<file path="config.mk">
export PLATFORM = sky130hd
export DESIGN_NAME = phy_rx
export DESIGN_NICKNAME = d
export VERILOG_FILES = /design/src/rtl/phy_rx.sv
export SDC_FILE = /design/constraint.sdc
export NUM_CORES = 1
export LEC_CHECK = 0
export CAP_MARGIN = 20
export CORE_AREA = 2 2 79 81
export DETAILED_ROUTE_END_ITERATION = 10
export DIE_AREA = 0 0 81 83
export GPL_TIMING_DRIVEN = 0
export PLACE_DENSITY = 0.79
export SLEW_MARGIN = 40
export SYNTH_ARGS = -nofsm -noshare
export SYNTH_HDL_FRONTEND = slang
export SYNTH_SLANG_ARGS = --single-unit
</file>
<file path="constraint.sdc">
create_clock -name clk -period 4.3 [get_ports clk]
set_clock_uncertainty 0.2 [all_clocks]
set_input_delay 0.86 -clock clk [delete_from_list [all_inputs] [get_ports clk]]
set_output_delay 0.86 -clock clk [all_outputs]
set_load 0.03 [all_outputs]
</file>
<file path="src/rtl/phy_rx.sv">
// Serial-to-4-lane byte receiver: bit-granular COM hunt, ALIGN_N-COM lock, then lane striping with IDL skip.
// Outputs are registered one cycle after the completing bit; no backpressure (the serial line cannot stall).
module phy_rx #(
  parameter logic [7:0] COM     = 8'hBC,
  parameter logic [7:0] IDL     = 8'h7C,
  parameter int         ALIGN_N = 4
) (
  input  logic       clk,
  input  logic       reset,
  input  logic       data_in,
  output logic [7:0] out0,
  output logic [7:0] out1,
  output logic [7:0] out2,
  output logic [7:0] out3,
  output logic       valid_out,
  output logic       active,
  output logic       err
);

  localparam int CW = $clog2(ALIGN_N + 1);

  typedef enum logic [1:0] {SEARCH, ALIGN, ACTIVE} state_t;

  state_t          state_q, state_d;
  logic [7:0]      sr_q, sr_d;
  logic [2:0]      bit_cnt_q, bit_cnt_d;
  logic [CW-1:0]   com_cnt_q, com_cnt_d;
  logic [1:0]      lane_idx_q, lane_idx_d;
  logic [7:0]      lane0_q, lane0_d, lane1_q, lane1_d, lane2_q, lane2_d;
  logic [7:0]      out0_q, out0_d, out1_q, out1_d, out2_q, out2_d, out3_q, out3_d;
  logic            valid_q, valid_d, err_q, err_d, active_q, active_d;
  logic [7:0]      cand;
  logic            byte_done;

  assign cand      = {sr_q[6:0], data_in};
  assign byte_done = (bit_cnt_q == 3'd7);

  always_ff @(posedge clk) begin
    if (reset) begin
      state_q    <= SEARCH;
      sr_q       <= '0;
      bit_cnt_q  <= '0;
      com_cnt_q  <= '0;
      lane_idx_q <= '0;
      lane0_q    <= '0;
      lane1_q    <= '0;
      lane2_q    <= '0;
      out0_q     <= '0;
      out1_q     <= '0;
      out2_q     <= '0;
      out3_q     <= '0;
      valid_q    <= 1'b0;
      err_q      <= 1'b0;
      active_q   <= 1'b0;
    end else begin
      state_q    <= state_d;
      sr_q       <= sr_d;
      bit_cnt_q  <= bit_cnt_d;
      com_cnt_q  <= com_cnt_d;
      lane_idx_q <= lane_idx_d;
      lane0_q    <= lane0_d;
      lane1_q    <= lane1_d;
      lane2_q    <= lane2_d;
      out0_q     <= out0_d;
      out1_q     <= out1_d;
      out2_q     <= out2_d;
      out3_q     <= out3_d;
      valid_q    <= valid_d;
      err_q      <= err_d;
      active_q   <= active_d;
    end
  end

  always_comb begin
    state_d    = state_q;
    sr_d       = cand;
    bit_cnt_d  = bit_cnt_q + 3'd1;
    com_cnt_d  = com_cnt_q;
    lane_idx_d = lane_idx_q;
    lane0_d    = lane0_q;
    lane1_d    = lane1_q;
    lane2_d    = lane2_q;
    out0_d     = out0_q;
    out1_d     = out1_q;
    out2_d     = out2_q;
    out3_d     = out3_q;
    valid_d    = 1'b0;
    err_d      = 1'b0;

    case (state_q)
      SEARCH: begin
        bit_cnt_d = 3'd0;
        if (cand == COM) begin
          com_cnt_d  = CW'(1);
          lane_idx_d = 2'd0;
          state_d    = (ALIGN_N <= 1) ? ACTIVE : ALIGN;
        end
      end

      ALIGN: begin
        if (byte_done) begin
          if (cand == COM) begin
            com_cnt_d = com_cnt_q + CW'(1);
            if (com_cnt_d == CW'(ALIGN_N)) begin
              state_d    = ACTIVE;
              lane_idx_d = 2'd0;
            end
          end else begin
            state_d   = SEARCH;
            com_cnt_d = '0;
          end
        end
      end

      ACTIVE: begin
        if (byte_done) begin
          if (cand == COM) begin
            // COM restarts striping; a half-filled group is dropped and flagged
            lane_idx_d = 2'd0;
            err_d      = (lane_idx_q != 2'd0);
            lane0_d    = '0;
            lane1_d    = '0;
            lane2_d    = '0;
          end else if (cand != IDL) begin
            lane_idx_d = lane_idx_q + 2'd1;
            case (lane_idx_q)
              2'd0: lane0_d = cand;
              2'd1: lane1_d = cand;
              2'd2: lane2_d = cand;
              default: begin
                out0_d  = lane0_q;
                out1_d  = lane1_q;
                out2_d  = lane2_q;
                out3_d  = cand;
                valid_d = 1'b1;
              end
            endcase
          end
        end
      end

      default: state_d = SEARCH;
    endcase

    active_d = (state_d == ACTIVE);
  end

  assign out0      = out0_q;
  assign out1      = out1_q;
  assign out2      = out2_q;
  assign out3      = out3_q;
  assign valid_out = valid_q;
  assign err       = err_q;
  assign active    = active_q;

endmodule

</file>
==> results of run 1 <==
stage by stage:
stage	area, um^2	util (%)
6_report	3800	65.3
5_1_grt	3800	65.3
4_1_cts	3800	65.3
3_5_place_dp	3610	62.1
3_3_place_gp	3610	62.1
2_1_floorplan	3160	-
area by class of cell:
type,count,area [um^2]
fill,502,2020
sequential,76,1520
multi-input combinational,193,1490
timing repair buffer,36,360
clock buffer,9,124
buffer,16,123
tap,75,93.8
clock inverter,6,65.1
inverter,6,22.5
registers in the layout, summed over array words and instances, names as in the netlist:
| register | flops |
|---|---|
| lane0_q | 8 |
| lane1_q | 8 |
| lane2_q | 8 |
| out0 | 8 |
| out1 | 8 |
| out2 | 8 |
| out3 | 8 |
| sr_q | 7 |
| bit_cnt_q | 3 |
| com_cnt_q | 3 |
| lane_idx_q | 2 |
| state_q | 2 |
| active | 1 |
| err | 1 |
| valid_out | 1 |
metal layers:
metal  track usage, %  vias up  share of wire (%)
met5                0        -                  0
met4             6.93        0                1.8
met3             6.20        9                4.4
met2             31.0       57                 47
met1             27.2     1060                 47
li1                 -     1108                  -
report_power, final:
group	total (uW)	switching, uW	internal [uW]
clock network	535	270	266
registers	707	2.18	704
logic	24.1	15.5	8.56
total	1270	287	979
synthesized netlist by cell type (2+ instances only):
master / number
dfxtp_1: 76
mux2i_1: 55
nor2_1: 37
nand2b_1: 25
clkbuf_1: 9
nor2b_1: 9
a21oi_1: 8
ha_1: 8
inv_1: 6
nand3b_1: 6
a211oi_1: 4
a22oi_4: 3
buf_12: 3
nand2_1: 3
o21bai_1: 3
and2_1: 2
buf_2: 2
nand3_1: 2
nand4_1: 2
nor3_1: 2
xor2_1: 2
worst min path at each step:
| stage | from | end | slack (ns) |
|---|---|---|---|
| global route | bit_cnt_q[0]$_SDFF_PP0_ | bit_cnt_q[0]$_SDFF_PP0_ | 0.27 |
| CTS | bit_cnt_q[0]$_SDFF_PP0_ | bit_cnt_q[0]$_SDFF_PP0_ | 0.26 |
| detailed placement | bit_cnt_q[0]$_SDFF_PP0_ | bit_cnt_q[0]$_SDFF_PP0_ | 0.26 |
| finish | bit_cnt_q[0]$_SDFF_PP0_ | bit_cnt_q[0]$_SDFF_PP0_ | 0.26 |
| global placement | bit_cnt_q[0]$_SDFF_PP0_ | bit_cnt_q[0]$_SDFF_PP0_ | 0.22 |
| floorplan | bit_cnt_q[0]$_SDFF_PP0_ | bit_cnt_q[0]$_SDFF_PP0_ | 0.21 |
worst max-delay path, stage by stage:
cell and delay (ns):
clkdlybuf4s50_1 0.48, nand4bb_2 0.36, nor3_2 0.44, a21oi_1 0.13
a211oi_1 0.26
kinds of logic (layout without fill, tap and decap cells):
family / after synthesis / after routing / synth area share, %
fa+ha+maj: 8 / 8 / 3.17
buf+inv: 22 / 73 / 4.60
xor+xnor: 2 / 2 / 0.555
compound gates: 29 / 29 / 8.13
flops: 76 / 76 / 48.2
simple gates: 99 / 99 / 17.9
mux: 55 / 55 / 17.4
cell usage in the layout (no fill, tap or decap), types with 4 or more instances in the layout:
cell type | netlist | routed
a21oi_1 | 8 | 8
mux2i_1 | 55 | 55
ha_1 | 8 | 8
a211oi_1 | 4 | 4
nand3b_1 | 6 | 6
clkbuf_8 | 0 | 9
nand2b_1 | 25 | 25
dfxtp_1 | 76 | 76
nor2b_1 | 9 | 9
nor2_1 | 37 | 37
clkdlybuf4s50_1 | 0 | 36
inv_1 | 6 | 6
clkbuf_1 | 9 | 9
==> reports/qor.csv, run 1 <==
metric,value,unit
Crit path arrival time,2.53,ns
Diodes inserted,0,
die height,83,um
CTS Hold Buffers Added,0,
RSZ-0062 raised after global routing,false,
Core ar.,0.00582,mm^2
drt drc,0,
Final Setup Violations,0,
Reg2Reg Depth,6,
VDD IR max,295,uV
pre-CTS setup slack,1.47,ns
Crit path required time,4.36,ns
Worst-Margin Slew,0.540,ns
Yosys Warn Count,0,
CP endpoint,com_cnt_q[0]$_SDFFE_PP0P_,
#FFs+latches synth,76,
CTS tree,built,
Synth async-reset ratio,0,%
setup TNS,0,ns
post-synthesis sequential area ratio,48.2,%
CTS buffer count,9,
# nets final,349,
Die W,81,um
largest net degree at the start of global routing,14,
synthesis-to-layout area growth,20.4,%
Hold Path Class,reg -> reg,
Clock Latency Late Sink,0.36,ns
Startpoint Class,primary input,
PostCTS Resize Cnt,0,
DP HPWL,4.32,mm
Final GP Congestion,0.824,
post-synthesis cell type count,45,
syn nets,302,
ys flop type,dfxtp_1,
clock transition at the registers of the reported paths,0.08,ns
"setup slack, reg-to-reg",2.12,ns
Die Footprint,0.00672,mm^2
Cell Count Post-Placement,402,
Post CTS Setup Buffer Count,0,
leading post-synthesis cells by cell area,"dfxtp_1 48%, mux2i_1 17%, nand2b_1 5.0%, nor2_1 4.4%, ha_1 3.2%",
Avg Inst Size Synth,10.8,um^2
final setup margin,1.82,ns
total routed wirelength,6.20,mm
largest area contributor in the netlist,dfxtp_1,
"Period Utilization, post-route",57.6,%
Max Cap Viol,0,
CTS sink cnt,76,
Lkg Pwr,0.00182,uW
RR Startpoint,bit_cnt_q[0]$_SDFF_PP0_,
hold depth,1,
fmax,404,MHz
fin crit period,2.48,ns
PortBufs,36,
H-tree depth,3,
CP Launch Point,data_in,
initial antenna violation count,0,
initial core utilization,54.3,%
Post-DRT Antenna Nets,0,
root buffer cell,clkbuf_8,
Pwr Total,1270,uW
gr usage total,20.3,%
First DRT Iteration DRCs,85,
reg2reg end,lane0_q[0]$_SDFFE_PP0P_,
first-pass GRT wire length,10.3,mm
"Slew Viols, Final",0,
post-synth top area share,48.2,%
number of flops mapped to enable cells by yosys,0,
row count,28,
pwr dens,333,mW/mm^2
drt pass-1 iters,5,
"critical path fanouts, max",7,
Routed WL per cell,14.9,um
number of global-route vias before repair,2092,
hold slack,0.258,ns
Top Ports,38,
total grt overflow,0,
mapped cell area,0.00316,mm^2
via count,2234,
final hold vios,0,
Synth Instances,291,
Layout Cells excl Fill,417,
Clock Path Buffers,2,
slew margin rel.,64.0,%
Vias/cell,5.36,
crit end category,flop,
Crit Path Category,in -> reg,
share of cells above drive strength 1,9.65,%
status,completed,
(Power assumes the default switching activity.)
==> run 2, diff against run 1 <==
- CORE_AREA: 2 2 79 81 -> 2 2 83 85
- DIE_AREA: 0 0 81 83 -> 0 0 85 87
- PLACE_DENSITY: 0.79 -> 0.75
- clock period: 4.3 -> 2.2 ns (I/O delays scaled with it)
==> reports/qor.csv, run 2 (same netlist as run 1, synthesis figures left out) <==
metric,value,unit
status,completed,
Routed WL per cell,14.8,um
pwr dens,643,mW/mm^2
Layout Cells excl Fill,423,
PortBufs,36,
"leading cell type in the layout, fill and taps excluded",dfxtp_1,
fmax,479,MHz
Die Footprint,0.00740,mm^2
via count,2202,
Clock Latency Late Sink,0.35,ns
Final GP Congestion,0.819,
total routed wirelength,6.28,mm
Pwr Total,2460,uW
CTS sink cnt,76,
drt pass-1 iters,4,
Hold Path Class,reg -> reg,
hold depth,1,
number of global-route vias before repair,2142,
final hold vios,0,
initial core utilization,48.0,%
# nets final,350,
Crit Path Category,reg -> reg,
synthesis-to-layout area growth,21.0,%
Placed Area,0.00362,mm^2
"critical path fanouts, max",7,
Hold Startpoint,bit_cnt_q[0]$_SDFF_PP0_,
root buffer cell,clkbuf_8,
clock transition at the registers of the reported paths,0.07,ns
Crit path top cell by count,ha_1,
reg2reg end,lane0_q[1]$_SDFFE_PP0P_,
Post-DRT Antenna Nets,0,
Core ar.,0.00657,mm^2
VDD IR max,393,uV
"commonest non-fill, non-tap cells in the layout","76 x dfxtp_1, 55 x mux2i_1, 37 x nor2_1",
Max Cap Viol,0,
share of cells above drive strength 1,9.91,%
First DRT Iteration DRCs,90,
count of buffer and inverter cells on the critical path,1,
RR Startpoint,bit_cnt_q[0]$_SDFF_PP0_,
RSZ-0062 raised after global routing,false,
CTS Hold Buffers Added,0,
Top Ports,38,
drt drc,0,
CP peak stage delay,0.42,ns
Crit path required time,2.27,ns
largest net degree at the start of global routing,14,
CP max stage cell,a22oi_4,
pre-CTS setup slack,-0.223,ns
Cell Count Post-Placement,407,
fin crit period,2.09,ns
crit path cell chain,"ha_1, ha_1, nand3b_1, buf_4, a21oi_4, a22oi_4, mux2i_1",
Clock Path Buffers,2,
row count,30,
"Slew Viols, Final",0,
Reg2Reg Depth,7,
Lkg Pwr,0.00183,uW
Diodes inserted,0,
"Period Utilization, post-route",94.9,%
Die W,85,um
gr usage total,18.1,%
final instance area,0.00382,mm^2
H-tree depth,3,
WHS Endpoint,bit_cnt_q[0]$_SDFF_PP0_,
Final Setup Violations,0,
final setup margin,0.113,ns
total grt overflow,0,
die height,87,um
crit end category,flop,
Startpoint Class,flop,
"setup slack, reg-to-reg",0.11,ns
Vias/cell,5.21,
first-pass GRT wire length,10.4,mm
Worst-Margin Slew,0.547,ns
CTS buffer count,9,
initial antenna violation count,0,
Fill cells,564,
slew margin rel.,63.5,%
Crit path arrival time,2.16,ns
"CP delay by family, top",compound AO/OA/AOI/OAI gates,
CTS tree,built,
DP HPWL,4.41,mm
## run 2: changes by cell type in the layout (fill, tap and decap cells not counted), sizes merged
cell,delta
clkinv,+2
buf,+1
clkinvlp,-1
inv,-1
## run 2: cell type report
class                           count  area (um^2)  area share (%)
Clock inverter                      6         66.3            1.74
Multi-Input combinational cell    193         1490            39.1
Buffer                             16          123            3.21
Inverter                            6         22.5           0.590
Sequential cell                    76         1520            39.8
Clock buffer                        9          124            3.24
Tap cell                           80          100            2.62
Timing Repair Buffer               37          368            9.63
## run 2: worst reg2reg max path, stage by stage, from the launching register on
cell	delay, ns
dfxtp_1	0.32
ha_1	0.20
ha_1	0.27
nand3b_1	0.13
buf_4	0.16
a21oi_4	0.07
a22oi_4	0.42
mux2i_1	0.25
## run 2: worst max-delay path by stage
| stage | from | end | slack [ns] | depth (start not counted) |
|---|---|---|---|---|
| after floorplan | bit_cnt_q[0]$_SDFF_PP0_ | lane0_q[0]$_SDFFE_PP0P_ | 0.35 | 6 |
| after global placement | data_in | out1[6]$_SDFFE_PP0P_ | -0.18 | 7 |
| after detailed placement | data_in | out1[6]$_SDFFE_PP0P_ | -0.22 | 7 |
| after CTS | bit_cnt_q[0]$_SDFF_PP0_ | lane0_q[1]$_SDFFE_PP0P_ | 0.04 | 6 |
| after global routing | bit_cnt_q[0]$_SDFF_PP0_ | lane0_q[4]$_SDFFE_PP0P_ | 0.04 | 7 |
| final | bit_cnt_q[0]$_SDFF_PP0_ | lane0_q[1]$_SDFFE_PP0P_ | 0.11 | 7 |
## run 2: power breakdown
group          leakage (uW)  switching [uW]  total, uW  internal (uW)
Sequential         0.000612            4.23       1380           1380
Clock             0.0000990             508       1030            519
Combinational       0.00111            30.8       47.5           16.7
Total               0.00183             543       2460           1910
## run 2: what timing repair did
item                                    in CTS  in global routing
endpoints found under the setup margin       0                 21
gates resized for setup                      0                  1
buffers inserted                             0                  1
## run 2: stage by stage
step	hold WS, ns	TNS, ns	util, %
floorplan	0.208	0	-
global placement	0.219	-8.48	55.0
detailed placement	0.225	-9.89	55.0
CTS	0.236	0	57.9
global route	0.252	0	58.1
finish	0.234	0	58.1
## run 2: layer usage
layer	global-route usage (%)	vias to the layer above	share of wire, %
met5	0	-	0
met3	5.21	7	4.0
met2	28.1	45	46
li1	-	1103	-
met4	6.49	0	1.1
met1	24.1	1047	48
==> run 3, diff against run 2 <==
- CORE_AREA: 2 2 83 85 -> 2 2 79 81
- DIE_AREA: 0 0 85 87 -> 0 0 81 83
- PLACE_DENSITY: 0.75 -> 0.79
- SLEW_MARGIN: 40 -> not set
- clock period: 2.2 -> 2.5 ns (I/O delays scaled with it)
==> results of run 3 <==
The final DEF is identical to that of run 1. Status: completed.
Main changes from that run: setup slack after placement 1.47 ns -> 0.0254 ns; setup slack after layout 1.82 ns -> 0.315 ns; start point of the critical path data_in -> bit_cnt_q[0]$_SDFF_PP0_; end point of the critical path com_cnt_q[0]$_SDFFE_PP0P_ -> lane0_q[0]$_SDFFE_PP0P_; register-to-register setup slack 2.12 ns -> 0.32 ns; total power 1270 uW -> 2180 uW; worst IR drop on VDD 295 uV -> 507 uV
